==> config.mk <==
export PLATFORM = sky130hd
export DESIGN_NAME = core_column_readout_ctrl
export DESIGN_NICKNAME = d
export VERILOG_FILES = /design/src/rtl/core_column_readout_ctrl.sv
export SDC_FILE = /design/constraint.sdc
export NUM_CORES = 1
export LEC_CHECK = 0
export CORE_ASPECT_RATIO = 0.7
export CORE_MARGIN = 4
export CORE_UTILIZATION = 53
export CTS_CLUSTER_DIAMETER = 200
export DETAILED_ROUTE_END_ITERATION = 8
export GPL_ROUTABILITY_DRIVEN = 0
export GPL_TIMING_DRIVEN = 0
export MAX_ROUTING_LAYER = met4
export PLACE_DENSITY = 0.89
export SYNTH_ARGS = -nofsm -noshare
export SYNTH_HDL_FRONTEND = slang
export SYNTH_SLANG_ARGS = --single-unit
==> constraint.sdc <==
create_clock -name Clk -period 2.8 [get_ports Clk]
set_input_delay 0.84 -clock Clk [delete_from_list [all_inputs] [get_ports Clk]]
set_output_delay 0.84 -clock Clk [all_outputs]
set_load 0.02 [all_outputs]
==> src/rtl/core_column_readout_ctrl.sv <==
// Token-based readout sequencer for one core column: queues L1 trigger IDs, walks the
// region token chain per trigger and streams ToT words plus a trailer over valid/ready.
module core_column_readout_ctrl #(
    parameter int QDEPTH     = 8,
    parameter int TOK_SETTLE = 2,
    parameter int MAX_HITS   = 64
) (
    input  logic                        Clk,
    input  logic                        Reset,
    input  logic                        L1Trig,
    input  logic [4:0]                  TrigId,
    output logic [4:0]                  RegionTrigIdReq,
    output logic                        RegionTokIn,
    input  logic                        RegionTokOut,
    output logic                        RegionRead,
    input  logic [15:0]                 RegionData,
    output logic                        OutValid,
    input  logic                        OutReady,
    output logic [22:0]                 OutData,
    output logic [$clog2(QDEPTH):0]     QueueLevel,
    output logic                        Overflow
);

    localparam int AW = $clog2(QDEPTH);
    localparam int LW = AW + 1;
    localparam int HW = $clog2(MAX_HITS + 1);
    localparam int SW = (TOK_SETTLE > 1) ? $clog2(TOK_SETTLE) : 1;

    typedef enum logic [2:0] {
        S_IDLE    = 3'd0,
        S_SETTLE  = 3'd1,
        S_READ    = 3'd2,
        S_PUSH    = 3'd3,
        S_TRAILER = 3'd4
    } state_t;

    state_t          r_state;
    state_t          w_next;
    logic [4:0]      r_mem [QDEPTH];
    logic [AW-1:0]   r_wptr;
    logic [AW-1:0]   r_rptr;
    logic [LW-1:0]   r_level;
    logic            r_ovf;
    logic [4:0]      r_cur_id;
    logic [HW-1:0]   r_hit_cnt;
    logic            r_trunc;
    logic [SW-1:0]   r_settle;
    logic [15:0]     r_data;
    logic            w_full;
    logic            w_empty;
    logic            w_push;
    logic            w_pop;
    logic            w_hit_room;

    assign w_full     = (r_level == LW'(QDEPTH));
    assign w_empty    = (r_level == {LW{1'b0}});
    // A pop in the same cycle never frees room for a push into a full queue.
    assign w_push     = L1Trig & ~w_full;
    assign w_pop      = (r_state == S_IDLE) & ~w_empty;
    assign w_hit_room = (r_hit_cnt < HW'(MAX_HITS));

    // Trigger-ID storage; contents need no reset because the pointers define validity.
    always_ff @(posedge Clk) begin
        if (w_push) begin
            r_mem[r_wptr] <= TrigId;
        end
    end

    // Queue pointers, occupancy and overflow pulse.
    always_ff @(posedge Clk or negedge Reset) begin
        if (!Reset) begin
            r_wptr  <= {AW{1'b0}};
            r_rptr  <= {AW{1'b0}};
            r_level <= {LW{1'b0}};
            r_ovf   <= 1'b0;
        end else begin
            r_ovf <= L1Trig & w_full;
            if (w_push) begin
                r_wptr <= r_wptr + AW'(1'b1);
            end
            if (w_pop) begin
                r_rptr <= r_rptr + AW'(1'b1);
            end
            case ({w_push, w_pop})
                2'b10:   r_level <= r_level + LW'(1'b1);
                2'b01:   r_level <= r_level - LW'(1'b1);
                default: r_level <= r_level;
            endcase
        end
    end

    // FSM state register.
    always_ff @(posedge Clk or negedge Reset) begin
        if (!Reset) begin
            r_state <= S_IDLE;
        end else begin
            r_state <= w_next;
        end
    end

    // FSM next-state logic.
    always_comb begin
        w_next = r_state;
        case (r_state)
            S_IDLE: begin
                if (!w_empty) begin
                    w_next = S_SETTLE;
                end else begin
                    w_next = S_IDLE;
                end
            end
            S_SETTLE: begin
                if (r_settle != {SW{1'b0}}) begin
                    w_next = S_SETTLE;
                end else if (RegionTokOut) begin
                    w_next = S_TRAILER;
                end else begin
                    w_next = S_READ;
                end
            end
            S_READ: begin
                if (w_hit_room) begin
                    w_next = S_PUSH;
                end else begin
                    w_next = S_SETTLE;
                end
            end
            S_PUSH: begin
                if (OutReady) begin
                    w_next = S_SETTLE;
                end else begin
                    w_next = S_PUSH;
                end
            end
            S_TRAILER: begin
                if (OutReady) begin
                    w_next = S_IDLE;
                end else begin
                    w_next = S_TRAILER;
                end
            end
            default: w_next = S_IDLE;
        endcase
    end

    // Per-trigger datapath: current ID, hit counter, truncation flag, settle timer, captured word.
    always_ff @(posedge Clk or negedge Reset) begin
        if (!Reset) begin
            r_cur_id  <= 5'd0;
            r_hit_cnt <= {HW{1'b0}};
            r_trunc   <= 1'b0;
            r_settle  <= {SW{1'b0}};
            r_data    <= 16'h0000;
        end else begin
            case (r_state)
                S_IDLE: begin
                    if (!w_empty) begin
                        r_cur_id  <= r_mem[r_rptr];
                        r_hit_cnt <= {HW{1'b0}};
                        r_trunc   <= 1'b0;
                        r_settle  <= SW'(TOK_SETTLE - 1);
                    end
                end
                S_SETTLE: begin
                    if (r_settle != {SW{1'b0}}) begin
                        r_settle <= r_settle - SW'(1'b1);
                    end
                end
                S_READ: begin
                    r_data <= RegionData;
                    if (w_hit_room) begin
                        r_hit_cnt <= r_hit_cnt + HW'(1'b1);
                    end else begin
                        r_trunc  <= 1'b1;
                        r_settle <= SW'(TOK_SETTLE - 1);
                    end
                end
                S_PUSH: begin
                    if (OutReady) begin
                        r_settle <= SW'(TOK_SETTLE - 1);
                    end
                end
                default: begin
                    r_settle <= r_settle;
                end
            endcase
        end
    end

    // The token stays in the chain while a word waits downstream, so the read region keeps it.
    assign RegionTokIn     = (r_state == S_SETTLE) | (r_state == S_READ) | (r_state == S_PUSH);
    assign RegionRead      = (r_state == S_READ);
    assign OutValid        = (r_state == S_PUSH) | (r_state == S_TRAILER);
    assign RegionTrigIdReq = r_cur_id;
    assign QueueLevel      = r_level;
    assign Overflow        = r_ovf;

    // Output word formatting from registered state only, so it is stable during a stall.
    always_comb begin
        OutData = 23'd0;
        case (r_state)
            S_PUSH:    OutData = {1'b0, r_cur_id, 1'b0, r_data};
            S_TRAILER: OutData = {1'b1, r_cur_id, r_trunc, 16'(r_hit_cnt)};
            default:   OutData = 23'd0;
        endcase
    end

endmodule
======== After elaboration in Yosys (flattened, before gate mapping) ========
Memories as Yosys holds them, arrays and structs flattened. A register that Yosys moved wholly into a read port is not among the register bits.
Index checks and enable logic that the tools add are counted.
operators by class
  $add $sub $neg .......................... 6
  reductions and logical operators ........ 10
  bitwise logic cells ..................... 8
  equality and inequality tests ........... 11
  $lt $le $gt $ge ......................... 1
  multiplexer cells ....................... 21
operators by type and width
  cell                                                 number
  case mux 23 bit (2 select lines)                     1
  case mux 3 bit (5 select lines)                      1
  2-to-1 mux 7 bit                                     2
  case mux 7 bit (2 select lines)                      1
  2-to-1 mux 3 bit                                     3
  2-to-1 mux 1 bit                                     8
  case mux 4 bit (2 select lines)                      1
  adder 7 x 1 -> 7 bit, second input constant          1
  less-than comparator 7 bit, second input constant    1
  adder 3 x 1 -> 3 bit, second input constant          2
  equality test 3 x 2 -> 1 bit, second input constant  2
  inequality test 2 bit, second input constant         3
  AND reduction 3 bit                                  2
  adder 4 x 1 -> 4 bit, second input constant          1
  equality test 4 bit, second input constant           1
  zero test 4 bit                                      1
  2-to-1 mux 2 bit                                     2
  case mux 1 bit (4 select lines)                      1
  AND reduction 4 bit                                  1
  nonzero test 2 bit                                   2
  nonzero test 4 bit                                   1
  subtractor 4 x 1 -> 4 bit, second input constant     1
  bitwise AND 1 bit                                    3
  equality test 3 x 1 -> 1 bit, second input constant  1
  other kinds (11)                                     14
storage, ports and cells
  memories ................................ 1
  memory bits (writable) .................. 40
  word-level logic and storage cells ...... 67
  output and inout bits ................... 36
  register bits after elaboration ......... 39
memories
  name   words  bits a word  read ports  clocked after Yosys merged registers in  write ports  line  RTL
  r_mem  8      5            1           1                                        1            39    logic [4:0] r_mem [QDEPTH];

======== Logic depth before layout (Yosys ltp) ========
  depth in word-level cells ............... 5
  mapped depth ............................ 11
  depth with buffers taken out ............ 10

======== Worst setup path before layout ========
OpenSTA, ideal clock, no wires.
  path kind ............................... reg2reg
  start point ............................. register r_level[1] (netlist: QueueLevel[1])
  end point ............................... register r_level[2] (netlist: QueueLevel[2])
  library setup time ...................... 0.136 ns
  setup slack ............................. 0.251 ns
  period minus slack after synthesis ...... 2.549 ns
  buffers on the path ..................... 1
  required time ........................... 2.664 ns
  arrival time ............................ 2.413 ns
  stages on the path, launching flop included .. 12
  path through ............................ dfrtp_1 -> buf_2 -> or4_4 -> nand3b_1 -> inv_2 -> ha_1 -> xor2_1 -> ha_1 -> a21oi_1 -> xor2_1 -> nor2_1 -> xor2_1
on the way
  cells in the longest elaborated chain, start to end .. 5
ends and longest elaborated chain
  what                                                                          line  RTL
  start, declared                                                               42    logic [LW-1:0] r_level;
  start signal, assigned                                                        74    r_level <= {LW{1'b0}};
  start signal, assigned                                                        85    2'b10: r_level <= r_level + LW'(1'b1);
  start signal, assigned                                                        86    2'b01: r_level <= r_level - LW'(1'b1);
  zero test 4 bit *                                                             56    assign w_empty = (r_level == {LW{1'b0}});
  NOT 1 bit (no source line) *                                                  --
  bitwise AND 1 bit *                                                           59    assign w_pop = (r_state == S_IDLE) & ~w_empty;
  named net w_pop                                                               52    logic w_pop;
  equality test 2 x 1 -> 1 bit / equality test 2 bit (equally long branches)    84    case ({w_push, w_pop})
  case mux 4 bit (2 select lines) / nonzero test 2 bit (equally long branches)  --
The timed path passes the listed nets; every way through them passes the cells marked *.
A chain may end at the register's enable or synchronous reset.

======== Worst setup path after layout ========
  start point ............................. register r_state[0]
  end point ............................... output port OutData[18]
on the way
  cells in the longest elaborated chain, start to end .. 2
ends and longest elaborated chain
  what                                                                        line  RTL
  start, declared                                                             37    state_t r_state;
  start signal, assigned                                                      97    r_state <= w_next;
  equality test 3 bit / equality test 3 x 2 -> 1 bit (equally long branches)  201   case (r_state)
  case mux 23 bit (2 select lines) *                                          201
  end, declared                                                               19    output logic [22:0] OutData,
Every way passes the cells marked *; elsewhere a longest branch is shown, timed or not.

==> impl_metrics.yaml <==
run_status:
  outcome: "complete, no violations"
synth:
  muxShareOfSynthArea_pct: 8.57
  synth-seq-cells: 84
  synth_edf_count: 40
  synthArstFlopShare_pct: 52.4
  synthAdderAreaFrac_pct: 2.02
  syn_nets: 332
  synthCells: 300
  synth_compound_area_share_pct: 5.37
  yosys_most_used_dff: "dfrtp_1"
  synth.distinct_cells: 45
  synth-warning-count: 0
  syn_area_um2: 3720
  syn_avg_cell_area_um2: 12.4
  synth_xor_xnor_area_share_pct: 3.06
  yosys.area_share.simple_pct: 16.7
  yosysSeqAreaShare_pct: 61.8
  synth_top_family_by_area: "simple AND/OR/NAND/NOR gates"
global_route:
  met2_usage_pct: 31.3
  antenna_found_initial: 0
  grt_max_degree: 37
  grt_busiest_layer: "met2"
  grt_pass1_wl_um: 12800
  grt_overflow_total: 0
  gr-usage-met3_pct: 5.92
  grt_pass1_vias: 2485
  grtUsageTotal_pct: 20.6
  use_met1_pct: 27.7
die:
  core-area_um2: 6790
  placementRows: 25
  start_util_pct: 54.9
  die_area_um2: 8450
  ios: 62
  dieHeight_um: 78.1
  die_x_um: 108
timing:
  fin_crit_ns: 2.72
  fin_crit_sh_pct: 97.1
  fin_setup_tns_ns: 0
  tightest_slew_ns: 0.961
  fmax_mhz: 368
  slew_violations: 0
  hold_viol: 0
  layout_setup_ws_ns: 0.0804
  setup_viol: 0
  slew_headroom_pct: 35.4
  fin_skew_ns: 0.0153
clock_tree:
  cts_buffers: 9
  cts-root-buf: "clkbuf_8"
  htree_num_levels: 3
  cts_tree: "built"
  clk-insertion-delay-late_ns: 0.36
  clockBufferDepth: 2
  ctsHoldBuffers: 0
  cts.sinks: 84
  clk_pin_slew_ns: 0.08
final_layout:
  finalNonFillerCells: 475
  nFillCells: 494
  fin_nets: 408
  area_growth_pct: 25.9
  diodes: 0
  layout-drive-gt1-share_pct: 17.8
drt:
  vias: 2543
  wire_per_inst_um: 16.5
  drtAntennaViolNets: 0
  drtIter0Drc: 184
  drc_errors: 0
  dr.pass1.iters: 4
  drt-vias-per-instance: 5.35
  drt-total-wl_um: 7820
placed_design:
  dpl.cell_count: 456
  numPortBuffers: 61
  dp_hpwl_um: 5510
  place_ws_ns: -0.560
worst_setup_path:
  critical_path_class: "register to output pin"
  startpoint: "r_state[0]"
  startpoint_type: "register"
  r2r_start: "QueueLevel[1]"
  cp_top_family: "buffers and inverters"
  crit_chain: "clkbuf_4 > nor2_2 > and2_1 > clkbuf_4 > nor2_4 > nor2b_1 > clkdlybuf4s15_2"
  arrival_ns: 1.88
  slowest_stage: "dfrtp_1"
  cp_num_buf_inv: 3
  crit_fanout: 10
  cp-end-kind: "output pin"
  critical_path.most_common_cell: "clkbuf_4"
  cp.required_ns: 1.96
  critical-path-max-stage-delay_ns: 0.39
hold_path:
  hold_path_class: "input pin to asynchronous set/reset pin"
power:
  cellPowerDensity_nw_per_um2: 1030
  vdd_drop_max_v: 0.000570
  totalPowerFinal_mw: 4.83
  p_leak_nw: 1.98
job:
  cap_violations: 0
## cell families after synthesis
family	count (synthesis)
AO/OA/AOI/OAI	30
AND/OR/NAND/NOR	128
adder cells (fa/ha/maj)	6
multiplexers	19
flip-flops	84
buffers and inverters	20
XOR/XNOR	13
## registers in the layout, indices dropped and copies added, names as in the netlist, 3 cells and up
signal / cells
r_mem: 40
r_data: 16
r_hit_cnt: 7
RegionTrigIdReq: 5
QueueLevel: 4
r_rptr: 3
r_state: 3
r_wptr: 3
## layout make-up
type	count	area [um2]	area share (%)
Inverter	5	22.5	0.480
Buffer	14	82.6	1.76
Tap cell	94	118	2.51
Clock inverter	6	71.3	1.52
Sequential cell	84	2300	49.1
Timing Repair Buffer	66	599	12.8
Multi-Input combinational cell	196	1370	29.1
Clock buffer	10	128	2.72
## metrics by stage
stage               util (%)  hold slack [ns]  instance area [um2]
floorplan                  -            0.437                 3720
global route            69.1            0.338                 4690
global placement        65.6            0.451                 4450
finish                  69.1            0.342                 4690
detailed placement      65.8            0.455                 4470
CTS                     68.9            0.339                 4680
## worst register-to-register path, stage by stage (launching register included)
cell,delay [ns]
dfrtp_1,0.39
buf_2,0.18
or4_4,0.54
nand3b_1,0.14
inv_2,0.10
ha_1,0.27
xor2_1,0.17
ha_1,0.18
a21oi_1,0.14
xor2_1,0.16
nor2_1,0.06
xor2_1,0.14
## layer usage
layer	wire length [um]	share of wire (%)
met5	0	0
met4	69	0.88
met3	490	6.3
met2	3800	49
met1	3460	44
## synth_stat cells (all sizes together), types with 3 or more instances
master | count | share of area, %
mux2i | 6 | 1.6
inv | 4 | 0.40
ha | 6 | 2.0
nor3 | 8 | 1.2
and2 | 10 | 1.7
clkbuf | 7 | 0.71
a22o | 9 | 2.1
nor2 | 18 | 1.8
mux2 | 3 | 0.91
nor2b | 6 | 1.0
o21ai | 9 | 1.2
xnor2 | 7 | 1.6
dfrtp | 44 | 30
xor2 | 6 | 1.4
nand2 | 66 | 6.7
edfxtp | 40 | 32
nor4 | 4 | 1.1
a21oi | 5 | 0.67
mux4 | 10 | 6.0
buf | 8 | 1.3
## layout by cell type, fill, tap and decap left out, types with 2 or more instances in the layout
cell type / count
dfrtp_1: 44
clkdlybuf4s15_2: 3
buf_2: 6
mux2i_1: 6
a21oi_1: 5
clkbuf_1: 5
inv_1: 3
nor2b_1: 6
a22o_1: 9
nand2b_1: 2
clkdlybuf4s50_1: 35
dlygate4sd2_1: 10
nor3_1: 7
xor2_1: 6
xnor2_1: 7
nand3_1: 2
clkinvlp_4: 3
nor4_1: 2
nor3b_1: 2
edfxtp_1: 40
clkbuf_4: 4
inv_6: 2
buf_4: 5
o21ai_0: 9
and3_1: 2
ha_1: 6
nand3b_1: 2
and2_1: 10
clkbuf_2: 8
mux4_2: 10
clkbuf_8: 9
mux2_2: 3
nor2_1: 16
nand2_1: 66
## worst paths after layout
kind | slack, ns | cells past startpoint | endpoint
hold / removal | 0.34 | 1 | QueueLevel[0]
setup reg to reg | 0.20 | 11 | QueueLevel[2]
setup / recovery | 0.08 | 7 | OutData[18]
max in group asynchronous | 2.00 | 2 | RegionTrigIdReq[0]
hold reg to reg | 0.47 | 2 | r_data[7]
min in group Clk | 0.47 | 2 | r_data[7]
## where the power goes
group	switching (mW)	internal [mW]	total, mW	leakage [nW]
registers	0.276	1.66	1.93	0.912
clock network	0.446	0.420	0.866	0.0935
logic	1.10	0.925	2.03	0.971
total	1.82	3.00	4.83	1.98
## what timing repair did
item                       CTS  global route
setup endpoints to repair   36            17
resized for setup           45            25
buffers inserted             1             3
cloned                       0             0
pin swaps                    0             1
Power figures use the tool's default switching activity.
